--- config.mk ---
export PLATFORM = sky130hd
export DESIGN_NAME = data_out_uart_tx
export DESIGN_NICKNAME = d
export VERILOG_FILES = /design/src/rtl/data_out_uart_tx.sv
export SDC_FILE = /design/constraint.sdc
export NUM_CORES = 1
export LEC_CHECK = 0
export CAP_MARGIN = 20
export CORE_MARGIN = 1
export CORE_UTILIZATION = 25
export CTS_BUF_LIST = sky130_fd_sc_hd__clkbuf_8
export DETAILED_ROUTE_END_ITERATION = 8
export REMOVE_ABC_BUFFERS = 1
export SLEW_MARGIN = 20
export SYNTH_ARGS = -nofsm -noshare
export SYNTH_HDL_FRONTEND = slang
export SYNTH_SLANG_ARGS = --single-unit
export TNS_END_PERCENT = 50
--- constraint.sdc ---
create_clock -name clk -period 1.9 [get_ports clk]
set_input_delay 0.19 -clock clk [delete_from_list [all_inputs] [get_ports clk]]
set_output_delay 0.19 -clock clk [all_outputs]
set_load 0.05 [all_outputs]
--- src/rtl/data_out_uart_tx.sv ---
// Watches the CPU data_out byte, queues every change (or forced resend) in a
// small FIFO and serialises the queue as 8N1 UART frames on tx.
module data_out_uart_tx #(
    parameter int unsigned CLKS_PER_BIT = 868,
    parameter int unsigned FIFO_DEPTH   = 4
) (
    input  logic                          clk,
    input  logic                          rst,
    input  logic [7:0]                    data_in,
    input  logic                          force_send,
    output logic                          tx,
    output logic                          busy,
    output logic [$clog2(FIFO_DEPTH):0]   fifo_level,
    output logic                          overflow
);

    localparam int unsigned PTR_W = $clog2(FIFO_DEPTH);
    localparam int unsigned LVL_W = PTR_W + 1;
    localparam int unsigned CNT_W = $clog2(CLKS_PER_BIT);

    typedef enum logic [1:0] {IDLE, START, DATA, STOP} state_t;

    state_t             state;
    logic [7:0]         prev_byte;
    logic [7:0]         mem [FIFO_DEPTH];
    logic [PTR_W-1:0]   wr_ptr;
    logic [PTR_W-1:0]   rd_ptr;
    logic [7:0]         shift_reg;
    logic [2:0]         bit_idx;
    logic [CNT_W-1:0]   baud;

    logic               push_c;
    logic               pop_c;
    logic               full_c;
    logic               accept_c;
    logic               baud_end_c;
    logic               idle_nxt_c;
    logic [LVL_W-1:0]   level_nxt_c;

    // Capture/FIFO handshake; a pop frees the slot for a same-cycle push when full.
    always_comb begin
        push_c      = (data_in != prev_byte) | force_send;
        full_c      = (fifo_level == LVL_W'(FIFO_DEPTH));
        pop_c       = (state == IDLE) && (fifo_level != '0);
        accept_c    = push_c && (!full_c || pop_c);
        baud_end_c  = (baud == CNT_W'(CLKS_PER_BIT - 1));
        idle_nxt_c  = ((state == IDLE) && !pop_c) || ((state == STOP) && baud_end_c);
        level_nxt_c = fifo_level;
        if (accept_c && !pop_c) begin
            level_nxt_c = fifo_level + LVL_W'(1);
        end else if (!accept_c && pop_c) begin
            level_nxt_c = fifo_level - LVL_W'(1);
        end
    end

    always_ff @(posedge clk) begin
        if (!rst && accept_c) begin
            mem[wr_ptr] <= data_in;
        end
    end

    // FIFO bookkeeping plus the frame FSM; tx is set one edge ahead of each bit.
    always_ff @(posedge clk) begin
        if (rst) begin
            state      <= IDLE;
            tx         <= 1'b1;
            busy       <= 1'b0;
            fifo_level <= '0;
            overflow   <= 1'b0;
            prev_byte  <= 8'h00;
            wr_ptr     <= '0;
            rd_ptr     <= '0;
            shift_reg  <= 8'h00;
            bit_idx    <= 3'd0;
            baud       <= '0;
        end else begin
            prev_byte  <= data_in;
            fifo_level <= level_nxt_c;
            busy       <= !idle_nxt_c || (level_nxt_c != '0);
            if (accept_c) begin
                wr_ptr <= wr_ptr + PTR_W'(1);
            end
            if (push_c && full_c && !pop_c) begin
                overflow <= 1'b1;
            end
            if (pop_c) begin
                rd_ptr <= rd_ptr + PTR_W'(1);
            end

            case (state)
                IDLE: begin
                    tx   <= 1'b1;
                    baud <= '0;
                    if (pop_c) begin
                        shift_reg <= mem[rd_ptr];
                        tx        <= 1'b0;
                        state     <= START;
                    end
                end
                START: begin
                    if (baud_end_c) begin
                        baud    <= '0;
                        bit_idx <= 3'd0;
                        tx      <= shift_reg[0];
                        state   <= DATA;
                    end else begin
                        baud <= baud + CNT_W'(1);
                    end
                end
                DATA: begin
                    if (baud_end_c) begin
                        baud <= '0;
                        if (bit_idx == 3'd7) begin
                            tx    <= 1'b1;
                            state <= STOP;
                        end else begin
                            bit_idx <= bit_idx + 3'd1;
                            tx      <= shift_reg[bit_idx + 3'd1];
                        end
                    end else begin
                        baud <= baud + CNT_W'(1);
                    end
                end
                STOP: begin
                    tx <= 1'b1;
                    if (baud_end_c) begin
                        baud  <= '0;
                        state <= IDLE;
                    end else begin
                        baud <= baud + CNT_W'(1);
                    end
                end
                default: begin
                    tx    <= 1'b1;
                    state <= IDLE;
                end
            endcase
        end
    end

endmodule

## Yosys cells after proc, flatten, opt, wreduce, memory -nomap -nowiden

Memories as Yosys holds them, arrays and structs flattened. A register that Yosys moved wholly into a read port is not among the register bits.
Index checks and enable logic that the tools add are counted.

| word-level totals | value |
|---|---|
| flip-flop bits (word level) | 33 |
| memory bits (writable) | 32 |
| input port bits | 11 |
| output and inout port bits | 6 |
| logic and storage cells | 81 |
| memories kept | 1 |

| operators by class | value |
|---|---|
| $add $sub $neg | 6 |
| order comparisons | 1 |
| equality and inequality tests | 13 |
| muxes and demuxes | 23 |
| bitwise operators | 1 |
| reduce and logical (&&, ||, !) cells | 26 |

Memory list:

| memory | depth | bits a word | read ports | clocked after memory_dff | write ports | RTL line | RTL |
|---|---|---|---|---|---|---|---|
| mem | 4 | 8 | 1 | 1 | 1 | 25 | `logic [7:0] mem [FIFO_DEPTH];` |

Operators by type and width:

| kind | count |
|---|---|
| 10-bit case mux with 2 select lines | 1 |
| 3-bit two-way mux | 5 |
| 2-bit != test (second input constant) | 6 |
| 10-bit by 1-bit adder with 10-bit output (second input constant) | 1 |
| 10-bit equality test (second input constant) | 1 |
| 10-bit two-way mux | 1 |
| 2-bit two-way mux | 5 |
| 1-bit logical AND | 9 |
| 8-bit != test | 1 |
| 2-bit case mux with 4 select lines | 1 |
| 1-bit two-way mux | 7 |
| 3-bit by 1-bit adder with 3-bit output (second input constant) | 2 |
| 3-bit equality test (second input constant) | 2 |
| 3-bit case mux with 2 select lines | 1 |
| 3-bit nonzero test | 2 |
| 1-bit logical NOT | 5 |
| 5-bit AND reduction | 1 |
| 2-bit by 1-bit adder with 2-bit output (second input constant) | 2 |
| 2-bit equality test (second input constant) | 2 |
| 3-bit by 4-bit < comparator with 1-bit output (second input constant) | 1 |
| 1-bit case mux with 4 select lines | 1 |
| 2-bit AND reduction | 2 |
| 4-bit AND reduction | 1 |
| 1-bit binary-select mux with 3-bit select | 1 |
| other kinds (7) | 9 |

## Logic depth before layout (Yosys ltp)

| logic depth | value |
|---|---|
| depth in word-level cells | 10 |
| gate-level depth with buffers | 9 |
| mapped depth without buffers | 7 |

## Least setup slack after synthesis

Ideal clock, no wire load.

| timing path | value |
|---|---|
| path kind | register to register |
| from | register fifo_level[0] |
| to | memory mem[1][0] (enable) |
| setup time | 0.332 ns |
| data arrival time | 2.114 ns |
| required time | 1.568 ns |
| slack | -0.545 ns |
| stages on the path, launching flop included | 9 |
| buffers on the path | 1 |
| period minus slack after synthesis | 2.445 ns |
| cells stage by stage | dfxtp_1 inv_1 ha_1 buf_2 nand2_1 nor2_1 a31oi_1 nor2b_1 and2_1 |

| on the way | value |
|---|---|
| longest elaborated chain between the ends | 7 |
| elaborated cells between the ends (all ways) | 9 |
| those cells by class | eq/ne (1); mux (2); reduce/logical (6) |

RTL lines:

| element | RTL line | RTL |
|---|---|---|
| from (decl) | 13 | `output logic [$clog2(FIFO_DEPTH):0] fifo_level,` |
| from (signal assigned) | 78 | `fifo_level <= level_nxt_c;` |
| 3-bit equality test / 3-bit nonzero test (equally long branches) | 43, 44 |  |
| 1-bit logical NOT / 1-bit logical AND (equally long branches) | 45, 44 |  |
| 1-bit logical OR (*) | 45 | `accept_c = push_c && (!full_c \|\| pop_c);` |
| 1-bit logical AND (*) | 45 |  |
| 1-bit logical AND (*) | 57 | `if (!rst && accept_c) begin` |
| 1-bit two-way mux (*) | 57 |  |
| 1-bit two-way mux (not written as such) (*) | 58 | `mem[wr_ptr] <= data_in;` |
| to (decl) | 25 |  |

Mark *: on every way between the ends. The rest lies on a longest branch, timed or not.

## Worst setup path after layout

| timing path | value |
|---|---|
| from | register bit_idx[0] |
| to | register tx |

| on the way | value |
|---|---|
| longest elaborated chain between the ends | 6 |
| elaborated cells between the ends (all ways) | 7 |
| those cells by class | add/sub (1); eq/ne (1); mux (5) |

RTL lines:

| element | RTL line | RTL |
|---|---|---|
| from (decl) | 29 | `logic [2:0] bit_idx;` |
| from (signal assigned) | 117 | `bit_idx <= bit_idx + 3'd1;` |
| 3-bit by 1-bit adder with 3-bit output | 118 | `tx <= shift_reg[bit_idx + 3'd1];` |
| 1-bit binary-select mux with 3-bit select | 118 |  |
| 1-bit two-way mux (not written as such) | 118 |  |
| 1-bit two-way mux (*) | 113 | `if (bit_idx == 3'd7) begin` |
| 1-bit two-way mux (*) | 111 | `if (baud_end_c) begin` |
| 1-bit case mux with 4 select lines (*) | 90 | `case (state)` |
| to (signal assigned) | 104 | `tx <= shift_reg[0];` |
| to (signal assigned) | 118 |  |
| to (decl) | 11 | `output logic tx,` |

Mark *: on every way between the ends. The rest lies on a longest branch, timed or not. The select of a mux whose other input is x is not followed.
A chain may end at the register's enable or synchronous reset.

==> run_results.csv <==
group,metric,value,unit
critical_path,worstPathCellList,"ha_4 > mux4_2 > mux2_4 > o21ai_2 > a211oi_1 > a211o_1",
route,viasPerCell,4.35,
cts,cts_max_level,3,
timing,setup_tns,-0.0120,ns
global_routing,grtUsageTotal,10.4,%
cts,clockRootBuffer,"clkbuf_8",
route,wl_met3,194,µm
logic_synthesis,avgSynthCellArea,11.9,µm²
final_layout,instances_no_fill,500,
final_layout,area_growth,25.7,%
floorplan,core,0.0127,mm²
logic_synthesis,ys_warn_count,0,
timing,fmax,523,MHz
floorplan,initial_core_util,25.7,%
critical_path,rr_worst_depth,6,
placed_design,dp_hpwl,4790,µm
critical_path,worst_setup_path_start_kind,"flip-flop",
timing,hold_viol,0,
final_layout,top_register,"mem",
route,drc,0,
timing,final.hold.worst_slack,0.468,ns
final_layout,fin_util,32.3,%
final_layout,regArea,0.00178,mm²
critical_path,critPathBufInv,0,
power_and_ir_drop,power_density,1230,mW/mm²
critical_path,required,2.14,ns
final_layout,nets,348,
route,dr.pass1.iters,4,
timing,fin_ws,-0.0120,ns
cts,clk_latency,0.35,ns
critical_path,crit_start,"bit_idx[0]",
route,wl_met1,3040,µm
critical_path,arrival,2.15,ns
global_routing,grt_pass1_vias,2190,
critical_path,slowest_delay,0.49,ns
cts,clockBufferDepth,2,
global_routing,grt_start_max_net_pins,21,
critical_path,cp_num_cells,6,
route,postRouteAntennaNets,0,
floorplan,row_count,41,
cts,clk_pin_slew,0.07,ns
route,met2WireLength,3170,µm
placed_design,dp.cells,484,
logic_synthesis,synthMuxAreaShare,9.03,%
floorplan,die_h,116,µm
placed_design,io_buffers,16,
timing,final_max_slew_viol_count,0,
timing,min_period_over_period,101,%
floorplan,num_io_pins,17,
logic_synthesis,synth_xor_area_share,5.11,%
route,top_layer_used,"met4",
logic_synthesis,ys_seq_area_share,54.7,%
logic_synthesis,netlist_instances,273,
route,initialDrtViolationCount,50,
global_routing,antenna_found_initial,0,
critical_path,criticalPathCategory,"flip-flop to flip-flop",
route,wl,6490,µm
critical_path,cp_max_fo,2,
power_and_ir_drop,p_leak,1.50,nW
timing,setup_viol,1,
cts,cts_buffers,9,
outcome,violations,"setup timing",
final_layout,num_antenna_cells,0,
final_layout,layout-drive-gt1-share,22.6,%
route,avgRoutedWirePerCell,13.0,µm
logic_synthesis,synthArstFlopShare,0,%
cts,post_cts_buffers,0,
logic_synthesis,yosys.area_share.simple,14.2,%
power_and_ir_drop,vdd.ir_drop.worst,0.513,mV
critical_path,crit_family,"multiplexers",
global_routing,overflow,0,
timing,period_needed,1.91,ns
cts,cts_tree,"done",
timing,slew_headroom,65.0,%
worst_hold_path,hp-class,"flip-flop to flip-flop",
logic_synthesis,synth_seq_cells,73,
critical_path,reg2reg_slack,-0.01,ns
critical_path,cp_slowest_cell,"mux4_2",
worst_hold_path,whs_path_depth,2,
timing,rsz0062_at_grt,"true",
timing,skew,0.00653,ns
logic_synthesis,synth_ff_type,"dfxtp_1",
placed_design,place_congestion,0.824,
global_routing,grt_pass1_wl,10500,µm
critical_path,end_kind,"flip-flop",
job,maxCapViolations,0,
floorplan,die-area,0.0135,mm²
logic_synthesis,syn_area,0.00326,mm²
logic_synthesis,synth_fa_ha_area_share,5.38,%
critical_path,timing.rr.start,"bit_idx[0]",
critical_path,crit_path_end,"tx",
route,vias,2177,
outcome,status,"complete, but fails checks",
logic_synthesis,synth_compound_area_share,8.91,%
logic_synthesis,synth_top_family_by_area,"simple AND/OR/NAND/NOR gates",
logic_synthesis,synth_cell_types,50,
final_layout,n_fill_cell,1286,
logic_synthesis,synth_edf_count,32,
final_layout,multi_input_comb_area,0.00143,mm²
floorplan,die_w,116,µm
cts,clkSinkCount,73,
critical_path,r2r-end,"tx",
timing,worst_pin_slew,0.524,ns
final_layout,reg.largest.list,"mem (32), baud (10)",
final_layout,largest_register_ffs,32,
[cell usage in the layout, fill, tap and decap left out, drive strengths merged, types with 2 or more instances in the layout]
cell type	Yosys	final
nor3	5	5
buf	4	32
nand3	6	6
a211oi	2	2
edfxtp	32	32
xnor2	8	8
nor2	23	23
dfxtp	41	41
mux2i	5	5
xor2	11	11
o21ai	4	4
clkbuf	5	9
a31o	2	2
a21boi	2	2
and4	3	3
a21oi	15	15
inv	13	14
o211ai	2	2
clkdlybuf4s50	0	15
clkinv	0	5
or3	2	2
nand2	21	21
mux4	10	10
ha	14	14
a21o	2	2
nor2b	9	9
nand4	3	3
and3	2	2
and2	7	7
a31oi	4	4
[worst min-delay path: cells and delay by family (launching register included)]
family             cells  cell delay [ns]
and+or+nand+nor        1             0.05
AOI/OAI and AO/OA      1             0.06
DFF                    1             0.32
[where the power goes]
| part | leakage (nW) | internal (mW) | switching, mW | total [mW] |
|---|---|---|---|---|
| sequential | 0.631 | 1.87 | 0.136 | 2.00 |
| clock | 0.0876 | 0.459 | 0.583 | 1.04 |
| combinational | 0.781 | 0.874 | 1.11 | 1.98 |
| total | 1.50 | 3.20 | 1.83 | 5.03 |
[through the flow]
step | worst slack, ns | area, µm² | total power [mW]
5_1_grt | -0.0491 | 4090 | 5.34
4_1_cts | -0.0153 | 4060 | 5.02
3_5_place_dp | -0.289 | 3880 | 3.97
6_report | -0.0120 | 4090 | 5.03
2_1_floorplan | -0.517 | 3220 | 3.29
3_3_place_gp | -0.231 | 3880 | 3.92
[logic make-up (layout without fill, tap and decap cells)]
logic type / Yosys count / in the layout
compound gates: 42 / 42
xor+xnor: 19 / 19
fa+ha+maj: 14 / 14
buf+inv: 22 / 77
flops: 73 / 73
mux: 16 / 16
simple gates: 87 / 87
[metal layers]
| metal | global-route usage [%] | vias up |
|---|---|---|
| met4 | 4.79 | 0 |
| met2 | 17.1 | 30 |
| met1 | 12.6 | 1054 |
| met5 | 0 | - |
| li1 | - | 1086 |
| met3 | 3.11 | 7 |
[how the worst min path moves through the flow]
stage / startpoint / endpoint / slack [ns]
2_1_floorplan: rst / fifo_level[1] / 0.26
3_3_place_gp: shift_reg[7] / shift_reg[7] / 0.44
3_5_place_dp: shift_reg[7] / shift_reg[7] / 0.46
4_1_cts: shift_reg[1] / shift_reg[1] / 0.47
5_1_grt: shift_reg[1] / shift_reg[1] / 0.48
6_report: shift_reg[1] / shift_reg[1] / 0.47
[cell type report]
cell class,instances,area share [%]
Inverter,13,1.19
Multi-Input combinational cell,178,35.0
Clock inverter,7,0.948
Timing Repair Buffer,48,11.0
Clock buffer,9,3.03
Tap cell,172,5.26
Sequential cell,73,43.6
[cell usage after synthesis, drive strengths merged, types with 2 or more instances]
cell type | count | area share, %
a21oi | 15 | 2.3
mux4 | 10 | 7.1
a21o | 2 | 0.46
a31oi | 4 | 0.77
a31o | 2 | 0.54
inv | 13 | 1.5
nand2 | 21 | 2.4
o211ai | 2 | 0.46
nand4 | 3 | 0.58
ha | 14 | 5.4
nand3 | 6 | 1.1
nor2 | 23 | 2.7
buf | 4 | 0.58
and4 | 3 | 0.81
nor2b | 9 | 1.7
clkbuf | 5 | 0.58
dfxtp | 41 | 25
xor2 | 11 | 3.0
a211oi | 2 | 0.46
and3 | 2 | 0.38
or3 | 2 | 0.38
edfxtp | 32 | 30
xnor2 | 8 | 2.2
a21boi | 2 | 0.46
mux2i | 5 | 1.5
nor3 | 5 | 1.1
o21ai | 4 | 0.73
and2 | 7 | 1.3
[timing repair]
| action | in CTS | in global routing |
|---|---|---|
| pin swaps | 2 | 2 |
| hold buffers | 0 | 0 |
| resized for setup | 6 | 10 |
| endpoints found under the setup margin | 2 | 38 |
(Power assumes the default switching activity.)
==> edit 1, RTL diff (same flow settings) <==
Remove the register `busy`: a continuous assignment takes its place, so the output `busy` follows one clock earlier.
--- a/src/rtl/data_out_uart_tx.sv
+++ b/src/rtl/data_out_uart_tx.sv
@@ -65,5 +65,4 @@
             state      <= IDLE;
             tx         <= 1'b1;
-            busy       <= 1'b0;
             fifo_level <= '0;
             overflow   <= 1'b0;
@@ -77,5 +76,4 @@
             prev_byte  <= data_in;
             fifo_level <= level_nxt_c;
-            busy       <= !idle_nxt_c || (level_nxt_c != '0);
             if (accept_c) begin
                 wr_ptr <= wr_ptr + PTR_W'(1);
@@ -139,4 +137,6 @@
     end
 
+    assign busy = !idle_nxt_c || (level_nxt_c != '0);
+
 endmodule
 
Check against the original RTL: not equivalent (a bounded check fails within 4 cycles, from zero or initial values and one cycle with rst high).
==> edit 1 against the original RTL <==
The run still ends with setup timing left. Die area is 3.3% lower. Sequential cell count fell by 1. First-iteration DRC count is 8.0% lower. Final area grew 2.1%. Worst setup slack worse by 0.41 ns. Total power is 8.0% higher. Area after synthesis fell by 3.3%. Combinational power rose by 19%. Global-route usage is 0.14 points higher. Synthesized cell count down 2.6%. Cell count is 0.80% higher. Clock skew increased by 0.0057 ns. Wire length shrank 3.5%.
==> edit 1: results (changes against the original RTL) <==
| Metric | Value |
|---|---|
| Routed WL | `6264 µm (was 6492 µm)` |
| Worst-margin pin slew | `0.5056 ns (was 0.5240 ns)` |
| # setup viols final | `1 (unchanged)` |
| Final Skew | `0.01224 ns (was 0.006527 ns)` |
| Hpwl dp | `4513 µm (was 4786 µm)` |
| R2R setup slack | `0.04 ns (was -0.01 ns)` |
| Synth cell count leaders | `40 x dfxtp_1, 32 x edfxtp_1, 27 x nor2_1 (was 41 x dfxtp_1, 32 x edfxtp_1, 23 x nor2_1)` |
| P_leak | `0.001599 µW (was 0.001500 µW)` |
| GRT Util Overall | `0.1059 (was 0.1044)` |
| Layout net count | `356 (was 348)` |
| CP peak stage delay | `0.34 ns (was 0.49 ns)` |
| Area contributors post-synth | `edfxtp_1 31%, dfxtp_1 25%, mux4_2 5.7% (was edfxtp_1 30%, dfxtp_1 25%, mux4_2 5.5%)` |
| Origin of the worst setup path | `prev_byte[2]$_SDFF_PP0_ (was bit_idx[0]$_SDFFE_PP0P_)` |
| Largest net degree at the start of global routing | `16 (was 21)` |
| Sequential-to-total area share from yosys stat | `0.5596 (was 0.5471)` |
| First DRT Iteration DRCs | `46 (was 50)` |
| Path type of the worst min-delay path | `in2reg (was reg2reg)` |
| Synth unique cells | `44 (was 50)` |
| Final worst slack | `-0.4193 ns (was -0.01200 ns)` |
| Placed cell count | `478 (was 484)` |
| Status | `finished, violations left (unchanged)` |
| Failing checks | `setup timing (unchanged)` |
| Syn avg cell area | `11.83 µm² (was 11.93 µm²)` |
| Vias in the first global route | `2,176 (was 2,190)` |
| VDD IR max | `0.0004240 V (was 0.0005132 V)` |
| WP data arrival | `2.13 ns (was 2.15 ns)` |
| Fraction of layout cells with a size suffix above 1 | `0.3214 (was 0.2256)` |
| FILL cells | `1,211 (was 1,286)` |
==> edit 1: cell types whose count changed after synthesis, sizes merged, moves of 3 or more <==
cell | before | now
nor2b | 9 | 12
and2 | 7 | 1
and3 | 2 | 7
a21oi | 15 | 11
xor2 | 11 | 5
nor2 | 23 | 28
xnor2 | 8 | 14
nand2 | 21 | 24
==> edit 1: per-layer routing <==
| metal | part of all wire | GRT usage |
|---|---|---|
| met1 | 0.44 | 0.1231 |
| met2 | 0.51 | 0.1830 |
| met3 | 0.033 | 0.03441 |
| met4 | 0.0081 | 0.03636 |
| met5 | 0 | 0 |
==> edit 1: timing repair <==
action | 4_1_cts | 5_1_grt
gates resized for setup | 32 | 10
gates cloned | 0 | 0
endpoints found under the hold margin | 0 | 0
setup buffers | 9 | 2
endpoints found under the setup margin | 8 | 35
pin swaps | 14 | 8
==> edit 1: layout make-up <==
class                      count  area, µm²  area share
inverter                      12      45.04     0.01078
tap                          168      210.2     0.05031
clock inverter                 6      43.79     0.01048
clock buffer                  10      137.6     0.03294
multi-input combinational    173       1448      0.3465
sequential                    72       1770      0.4238
timing repair buffer          63      523.0      0.1252
==> edit 1: worst min path at each step <==
stage | start | to | slack, ns | cells after the start
after floorplan | rst | shift_reg[0]$_SDFFE_PP0P_ | 0.26 | 1
after global placement | shift_reg[4]$_SDFFE_PP0P_ | shift_reg[4]$_SDFFE_PP0P_ | 0.44 | 2
after detailed placement | shift_reg[7]$_SDFFE_PP0P_ | shift_reg[7]$_SDFFE_PP0P_ | 0.45 | 2
after CTS | data_in[7] | mem[2][7]$_DFFE_PP_ | 0.29 | 1
after global routing | data_in[2] | mem[0][2]$_DFFE_PP_ | 0.28 | 2
final | data_in[2] | mem[1][2]$_DFFE_PP_ | 0.30 | 2
==> edit 1: where the power goes <==
part / internal [µW] / switching (µW)
logic: 1230 / 1140
registers: 1840 / 120
clock network: 514 / 590
total: 3580 / 1850
==> edit 1: cells by family (layout without fill, tap and decap cells) <==
kind of cell             Yosys count  count (layout)  share of synthesized area
adder cells (fa/ha/maj)           15              15                    0.05882
XOR/XNOR                          19              19                    0.05286
multiplexers                      16              16                    0.09340
AO/OA/AOI/OAI                     29              29                    0.06280
flip-flops                        72              72                     0.5596
buffers and inverters             21              91                    0.02584
AND/OR/NAND/NOR                   94              94                     0.1467
==> edit 1: through the flow <==
| stage | setup slack (ns) | util | hold slack, ns |
|---|---|---|---|
| 6_report | -0.4193 | 0.3435 | 0.2970 |
| 5_1_grt | -0.5485 | 0.3435 | 0.2814 |
| 4_1_cts | -0.4495 | 0.3383 | 0.2886 |
| 3_5_place_dp | -0.6005 | 0.3100 | 0.4478 |
| 3_3_place_gp | -0.5297 | 0.3100 | 0.4435 |
| 2_1_floorplan | -0.7498 | - | 0.2591 |
==> edit 2, RTL diff (same flow settings) <==
Made on the original files. Change the parameter `FIFO_DEPTH` from 4 to 2.
--- a/src/rtl/data_out_uart_tx.sv
+++ b/src/rtl/data_out_uart_tx.sv
@@ -3,5 +3,5 @@
 module data_out_uart_tx #(
     parameter int unsigned CLKS_PER_BIT = 868,
-    parameter int unsigned FIFO_DEPTH   = 4
+    parameter int unsigned FIFO_DEPTH   = 2
 ) (
     input  logic                          clk,
Ports: changed (resized fifo_level); port bits go from 17 to 16. The function was not compared with the original's and may differ.
==> edit 2 against the original RTL <==
The flow still finishes with violations (setup timing). Clock power down 33%. Area after synthesis down 30%. Fmax down 8.1%. Final area down 28%. Cell count down 29%. Wire length down 38%. Global-route usage down 1.3 points. Die area down 30%. First-iteration DRC count up 4.0%. Sequential cell count down 19. Worst setup slack worse by 0.17 ns. Total power down 26%. Critical endpoint unchanged. Largest power group unchanged.
==> edit 2: results (changes against the original RTL) <==
| Metric | Value |
|---|---|
| Status | `finished, violations left (unchanged)` |
| Failing checks | `setup timing (unchanged)` |
| VDD IR max | `0.0005134 V (was 0.0005132 V)` |
| Final worst slack | `-0.1796 ns (was -0.01200 ns)` |
| NetSw | `1309 µW (was 1826 µW)` |
| Hpwl dp | `2938 µm (was 4786 µm)` |
| Sequential-to-total area share from yosys stat | `0.5478 (was 0.5471)` |
| R2R depth | `7 (was 6)` |
| Worst-path fanout max | `3 (was 2)` |
| Compound-cell area share of the yosys netlist | `0.07178 (was 0.08913)` |
| Vias per cell | `4.314 (was 4.354)` |
| First DRT Iteration DRCs | `52 (was 50)` |
| Clock group | `696 µW (was 1040 µW)` |
| Largest net degree at the start of global routing | `22 (was 21)` |
| GPL Wtd Cong | `0.7599 (was 0.8238)` |
| R2R setup slack | `-0.18 ns (was -0.01 ns)` |
| # setup viols final | `1 (unchanged)` |
| Port Buffers | `15 (was 16)` |
| Clock transition at path regs | `0.10 ns (was 0.07 ns)` |
| Layout net count | `268 (was 348)` |
| Clock latency on the worst-skew pair | `0.31 ns (was 0.35 ns)` |
| Top flop regs | `mem (16), baud (10) (was mem (32), baud (10))` |
| Synth unique cells | `37 (was 50)` |
| Adder-Cell Fraction of Synth Area | `0.04970 (was 0.05378)` |
| Synth cell count leaders | `38 x dfxtp_1, 34 x nor2_1, 16 x edfxtp_1 (was 41 x dfxtp_1, 32 x edfxtp_1, 23 x nor2_1)` |
| First-pass GRT wire length | `6872 µm (was 10,520 µm)` |
| P_leak | `0.001055 µW (was 0.001500 µW)` |
| Worst-margin pin slew | `0.5030 ns (was 0.5240 ns)` |
| H-tree depth | `2 (was 3)` |
| Number of enable flip-flop cells after synthesis | `16 (was 32)` |
| Endpoint of the worst hold path | `overflow$_SDFFE_PP0P_ (was shift_reg[1]$_SDFFE_PP0P_)` |
| Number of gates resized after cts | `9 (was 6)` |
| Critical hold path startpoint | `overflow$_SDFFE_PP0P_ (was shift_reg[1]$_SDFFE_PP0P_)` |
| FILL cells | `888 (was 1,286)` |
[edit 2: metrics by stage]
stage,std cells,hold WS (ns),setup TNS (ns),area [µm²]
floorplan,196,0.2591,-8.771,2218
global route,357,0.5311,-0.2769,2943
finish,357,0.4846,-0.1796,2943
detailed placement,348,0.4753,-8.522,2721
CTS,356,0.4987,-0.2359,2865
global placement,348,0.4690,-7.913,2721
[edit 2: layer usage]
metal | up-vias | wire length (µm) | track usage
met5 | - | 0 | 0
met3 | 6 | 146 | 0.02806
met1 | 719 | 1848 | 0.1094
li1 | 795 | - | -
met4 | 0 | 65 | 0.03789
met2 | 20 | 1944 | 0.1511
[edit 2: final cells by class]
type / count / area, µm² / share of cell area
timing repair buffer: 45 / 375.4 / 0.1276
inverter: 6 / 22.52 / 0.007653
sequential: 54 / 1251 / 0.4252
multi-input combinational: 136 / 1061 / 0.3605
clock inverter: 3 / 28.78 / 0.009779
clock buffer: 5 / 68.82 / 0.02338
tap: 108 / 135.1 / 0.04592
